[config.mk]
export PLATFORM = sky130hd
export DESIGN_NAME = uart_rx_axis_fifo
export DESIGN_NICKNAME = d
export VERILOG_FILES = /design/src/rtl/uart_rx_axis_fifo.sv
export SDC_FILE = /design/constraint.sdc
export NUM_CORES = 1
export LEC_CHECK = 0
export CAP_MARGIN = 20
export CORE_MARGIN = 1
export CORE_UTILIZATION = 53
export DETAILED_ROUTE_END_ITERATION = 10
export HOLD_SLACK_MARGIN = 0.02
export PLACE_DENSITY = 0.87
export SLEW_MARGIN = 20
export SYNTH_ARGS = -nofsm -noshare
export SYNTH_HDL_FRONTEND = slang
export SYNTH_SLANG_ARGS = --single-unit
export TNS_END_PERCENT = 10
[constraint.sdc]
create_clock -name aclk -period 2.6 [get_ports aclk]
set_input_delay 0.78 -clock aclk [delete_from_list [all_inputs] [get_ports aclk]]
set_output_delay 0.78 -clock aclk [all_outputs]
set_load 0.05 [all_outputs]
[src/rtl/uart_rx_axis_fifo.sv]
// uart_rx_axis_fifo: buffers a valid-only UART RX byte stream into a
// first-word-fall-through FIFO and presents it as an AXI-Stream master.
// Parity-error and overflow events go to saturating 16-bit counters.
module uart_rx_axis_fifo #(
    parameter int unsigned DEPTH       = 16,
    parameter bit          DROP_ERRORS = 1'b1
) (
    input  logic                       aclk,
    input  logic                       aresetn,
    input  logic [7:0]                 s_tdata,
    input  logic                       s_tuser,
    input  logic                       s_tvalid,
    output logic [7:0]                 m_tdata,
    output logic                       m_tuser,
    output logic                       m_tvalid,
    input  logic                       m_tready,
    output logic [$clog2(DEPTH):0]     level,
    output logic [15:0]                overflow_cnt,
    output logic [15:0]                err_cnt
);

    localparam int unsigned AW = $clog2(DEPTH);
    localparam int unsigned LW = AW + 1;

    // Queue behind the output register; it never holds more than DEPTH-1
    // bytes, but sizing it to DEPTH keeps pointer wrap a plain overflow.
    logic [8:0]    mem [DEPTH];
    logic [AW-1:0] wptr;
    logic [AW-1:0] rptr;

    logic          wr_req;
    logic          rd;
    logic          full;
    logic          wr_acc;
    logic          out_from_ram;
    logic          out_from_in;
    logic          ram_wr;
    logic          err_evt;
    logic          ovf_evt;
    logic [LW-1:0] level_nxt;

    // Write/read qualification and output-register load selection.
    always_comb begin
        wr_req       = s_tvalid && !(s_tuser && DROP_ERRORS);
        rd           = m_tvalid && m_tready;
        full         = (level == LW'(DEPTH));
        wr_acc       = wr_req && (!full || rd);
        // Output register refills from the queue whenever it holds anything.
        out_from_ram = rd && (level > LW'(1));
        // New byte bypasses the queue when the output register would be empty.
        out_from_in  = wr_acc && (!m_tvalid || (rd && (level == LW'(1))));
        ram_wr       = wr_acc && !out_from_in;
        err_evt      = s_tvalid && s_tuser;
        ovf_evt      = wr_req && full && !rd;
        level_nxt    = level;
        if (wr_acc && !rd) begin
            level_nxt = level + LW'(1);
        end else if (!wr_acc && rd) begin
            level_nxt = level - LW'(1);
        end
    end

    // Queue storage; contents are intentionally not reset.
    always_ff @(posedge aclk) begin
        if (ram_wr) begin
            mem[wptr] <= {s_tuser, s_tdata};
        end
    end

    // Pointers, level and output register.
    always_ff @(posedge aclk or negedge aresetn) begin
        if (!aresetn) begin
            wptr     <= '0;
            rptr     <= '0;
            level    <= '0;
            m_tvalid <= 1'b0;
            m_tdata  <= '0;
            m_tuser  <= 1'b0;
        end else begin
            level    <= level_nxt;
            m_tvalid <= (level_nxt != '0);
            if (ram_wr) begin
                wptr <= wptr + AW'(1);
            end
            if (out_from_ram) begin
                rptr    <= rptr + AW'(1);
                m_tdata <= mem[rptr][7:0];
                m_tuser <= mem[rptr][8];
            end else if (out_from_in) begin
                m_tdata <= s_tdata;
                m_tuser <= s_tuser;
            end
        end
    end

    // Saturating event counters.
    always_ff @(posedge aclk or negedge aresetn) begin
        if (!aresetn) begin
            err_cnt      <= '0;
            overflow_cnt <= '0;
        end else begin
            if (err_evt && (err_cnt != 16'hFFFF)) begin
                err_cnt <= err_cnt + 16'd1;
            end
            if (ovf_evt && (overflow_cnt != 16'hFFFF)) begin
                overflow_cnt <= overflow_cnt + 16'd1;
            end
        end
    end

endmodule
After elaboration in Yosys (flattened, before gate mapping)
Memory sizes are Yosys's and may differ from the RTL's.
Index checks and enable logic that the tools add are counted.

storage, ports and cells
  word-level logic and storage cells = 52
  memories kept = 1
  bits in writable memories = 144
  bits of input ports = 13
  bits in registers = 55

memory list
  memory  depth  bits a word  read ports  clocked after Yosys merged registers in  wr ports  RTL line  source
  mem     16     9            1           0                                        1         27        logic [8:0] mem [DEPTH];

operators by class
  order comparisons = 1
  multiplexer cells = 8
  add/subtract/negate cells = 6
  equal/unequal tests = 4
  reduce and logical (&&, ||, !) cells = 24

operators by type and width
  kind                   count
  $add 16x1->16 const B  2
  $ne 16x16->1 const B   2
  $mux 8                 2
  $logic_and 1x1->1      14
  $mux 5                 2
  $add 4x1->4 const B    2
  $logic_not 1->1        6
  $add 5x1->5 const B    1
  $eq 5x1->1 const B     1
  $eq 5x5->1 const B     1
  $gt 5x1->1 const B     1
  $reduce_bool 5->1      1
  $sub 5x1->5 const B    1
  $mux 1                 4
  $logic_or 1x1->1       2
  $reduce_bool 2->1      1

Longest topological paths before layout
  depth after elaboration = 9
  gate-level depth with buffers = 9

Worst setup path after synthesis
Ideal clock, no wire load.

  path kind = reg2reg
  from = register level[0]
  to = memory mem[3][0] (enable)
  path buffers = 2
  stages on the path, launching flop included = 9
  path slack = -0.390 ns
  setup time = 0.387 ns
  arrival = 2.603 ns
  required time = 2.213 ns
  cell sequence = dfrtp_1 clkbuf_1 inv_1 ha_1 nand4bb_1 o2111a_1 clkbuf_1 nand2_1 nor3_1

between the ends
  word-level cells in the longest chain between the ends = 9

RTL lines
  what                            RTL line  source
  start, declared                 17        output logic [$clog2(DEPTH):0] level,
  start signal, assigned          80        level <= level_nxt;
  $eq 5x5->1                      46        full = (level == LW'(DEPTH));
  $logic_not 1->1                 47        wr_acc = wr_req && (!full || rd);
  $logic_or 1x1->1                47
  $logic_and 1x1->1               47
  $logic_and 1x1->1               51        out_from_in = wr_acc && (!m_tvalid || (rd && (level == LW'(1))));
  $logic_not 1->1                 52        ram_wr = wr_acc && !out_from_in;
  $logic_and 1x1->1 *             52
  $mux 1 *                        65        if (ram_wr) begin
  $mux 1 (implied by the code) *  66        mem[wptr] <= {s_tuser, s_tdata};
  end, declared                   27

Mark *: on every way between the ends. The rest lies on a longest branch, timed or not.

Final worst setup path
  from = register level[1]
  to = output port level[1]

No word-level cell between the ends.

==> out/results.tsv <==
stage	metric	value	unit
outcome	status	complete, no violations	
hold_path	min_path_type	input pin to async pin	
die	io_pins	60	
clock_tree	cts_tree	done	
worst_setup_path	crit_cells	1	
global_route	antenna_found_initial	0	
sta	slew_violations	0	
worst_setup_path	r2r_cells	8	
clock_tree	hold_buffers	0	
final_layout	antennaDiodeCount	0	
global_route	grt_start_max_net_pins	56	
final_layout	areaGrowthSynthToFinish	22.3	%
clock_tree	clock-sinks	199	
sta	tightest_slew	805	ps
sta	finalCritPeriodShare	98.3	%
routing	drc_errors	0	
clock_tree	cts_buffers	17	
clock_tree	clk_pin_slew	70	ps
die	fp-row-count	45	
synth	ys_seq_area_share	68.7	%
worst_setup_path	crit_path_max_fanout	7	
sta	finalCriticalPeriod	2550	ps
sta	slew_headroom	46.3	%
final_layout	utilization	66.5	%
global_route	track_usage	23.3	%
place	dpl.hpwl	12100	um
routing	wl_per_cell	20.9	um
place	io_buffers	59	
sta	rsz0062_at_grt	no	
global_route	grt_pass1_vias	5140	
routing	totalWireLength	17600	um
synth	syn_area	8300	sq um
final_layout	design_area	10200	sq um
synth	avgSynthCellArea	16.4	sq um
worst_setup_path	cp_slowest_stage_delay	850	ps
power_and_ir_drop	p_leak	3.63	nW
synth	synth-seq-cells	199	
sta	hold_viol_final	0	
worst_setup_path	startpoint_type	flip-flop	
synth	synthArstFlopShare	27.6	%
routing	first_iter_violations	463	
die	start_util	54.4	%
synth	synth_nets	530	
sta	setup_ws	45.4	ps
sta	setup_viol	0	
routing	met1_length	6950	um
worst_setup_path	path_cells	clkdlybuf4s50_1	
place	placed_cell_area	9570	sq um
global_route	grt-ovfl-total	0	
die	fp.coreArea	15300	sq um
routing	route.met2.wl	9100	um
synth	synth_top_flop_cell	edfxtp_1	
routing	route.met3.wl	1170	um
power_and_ir_drop	power_density	988	nW/um^2
worst_setup_path	cp.buffers_inverters	1	
power_and_ir_drop	total_power	10.0	mW
synth	synth_top_area_share	52.1	%
worst_setup_path	end_kind	output port	
final_layout	layout-drive-gt1-share	22.6	%
synth	synth.top_cells.by_area	edfxtp_1 52%, dfrtp_1 17%, mux4_2 9.5%	
synth	yosys-top-cells-count	144 x edfxtp_1, 55 x dfrtp_1, 35 x mux4_2	
sta	fin_skew	9.97	ps
die	die-width	127	um
clock_tree	cts.htree.levels	4	
routing	drtPass1Iterations	5	
worst_setup_path	cp.required	1820	ps
synth	synth_cell_type_count	50	
place	place.gp.congestion	0.846	
clock_tree	clockBufferDepth	2	
final_layout	fin_nets	645	
routing	detail-route-antenna-nets	0	
worst_setup_path	critical_path_class	flip-flop to output port	
worst_setup_path	cp.arrival	1770	ps
final_layout	fillCellCount	994	
synth	yosysWarnings	0	
die	dieArea	16200	sq um
place	pre_cts_ws	-163	ps
clock_tree	cts_root_buf	clkbuf_16	
worst_setup_path	cpMaxStageDelayCell	clkdlybuf4s50_1	
synth	synthCells	506	
synth	synth_most_common_cell	edfxtp_1	
worst_setup_path	cp_top_family	buffers and inverters	
global_route	grt_pass1_wl	27400	um
sta	fmax	391	MHz
clock_tree	clock_latency	440	ps
routing	vias	4925	
synth	synth_edf_count	144	
run	max-cap-violations	0	
sta	tns	0	ps
die	fp.dieH	127	um
power_and_ir_drop	vdd_drop_max	0.000873	V
routing	drt-vias-per-instance	5.83	
synth	synth_top_cell_by_area	edfxtp_1	
routing	highest_layer	met4	
[sequential cells by signal (all words and copies together) (netlist names)]
register,flops
err_cnt,16
m_tuser,1
wptr,4
m_tvalid,1
mem,144
overflow_cnt,16
m_tdata,8
rptr,4
level,5
[layer usage]
| layer | vias to the layer above | GRT usage, % |
|---|---|---|
| met5 | - | 0 |
| met4 | 0 | 8.47 |
| met3 | 34 | 4.36 |
| met2 | 224 | 40.8 |
| met1 | 2475 | 29.3 |
| li1 | 2192 | - |
[cell usage in the layout, fill, tap and decap left out, types with 9 or more instances in the layout]
cell and count:
nand4_1 12, nand3_1 19, buf_4 52, xnor2_1 24, ha_1 11, mux4_2 35
nand2_1 33, clkdlybuf4s50_1 57, dfrtp_1 53, edfxtp_1 144, nor2_1 33, clkbuf_16 18
xor2_1 9, mux2i_1 18
[cells by family (layout without fill, tap and decap cells)]
family | after synthesis | count (layout) | synth area share [%]
DFF | 199 | 199 | 68.7
and+or+nand+nor | 139 | 139 | 8.53
muxes | 58 | 58 | 12.4
AOI/OAI and AO/OA | 40 | 40 | 3.78
xor gates and xnor gates | 33 | 33 | 3.48
buffers and inverters | 26 | 154 | 1.48
adders and majority gates | 11 | 11 | 1.66
[per-stage QoR]
stage / std cells / hold WS, ps
after floorplan: 506 / 484
final: 845 / 342
after detailed placement: 813 / 500
after CTS: 845 / 341
after global routing: 845 / 375
after global placement: 813 / 485
[final cells by class]
cell class / instances / area [sq um] / area share [%]
Sequential cell: 199 / 5700 / 56.2
Tap cell: 211 / 264 / 2.60
Inverter: 6 / 22.5 / 0.222
Clock inverter: 10 / 83.8 / 0.826
Timing Repair Buffer: 116 / 1080 / 10.6
Multi-Input combinational cell: 281 / 2500 / 24.7
Clock buffer: 22 / 495 / 4.88
[worst reg2reg max path, delay by kind of cell, from the launching register on]
family,cells,cell delay [ps]
AO/OA/AOI/OAI,1,220
adder cells (fa/ha/maj),1,230
buffers and inverters,3,540
flip-flops,1,490
AND/OR/NAND/NOR,3,580
[report_power, final]
part	switching (mW)	internal, mW
logic	1.80	1.45
clock network	1.16	1.38
registers	0.491	3.76
[final timing paths]
| check | start | end | slack, ps |
|---|---|---|---|
| max reg2reg | level[1] | mem[15][2] | 260 |
| min in group aclk | err_cnt[15] | err_cnt[15] | 510 |
| max in group asynchronous | aresetn | rptr[0] | 2010 |
| max | level[1] | level[1] | 50 |
| min | aresetn | overflow_cnt[11] | 340 |
| min reg2reg | err_cnt[15] | err_cnt[15] | 510 |
[timing repair]
item                                    in CTS  in global routing
buffers inserted                             0                  0
hold endpoints to repair                     0                  0
resized for setup                            0                  1
endpoints found under the setup margin       0                  1
No activity file was read; power rests on OpenSTA's default activity.
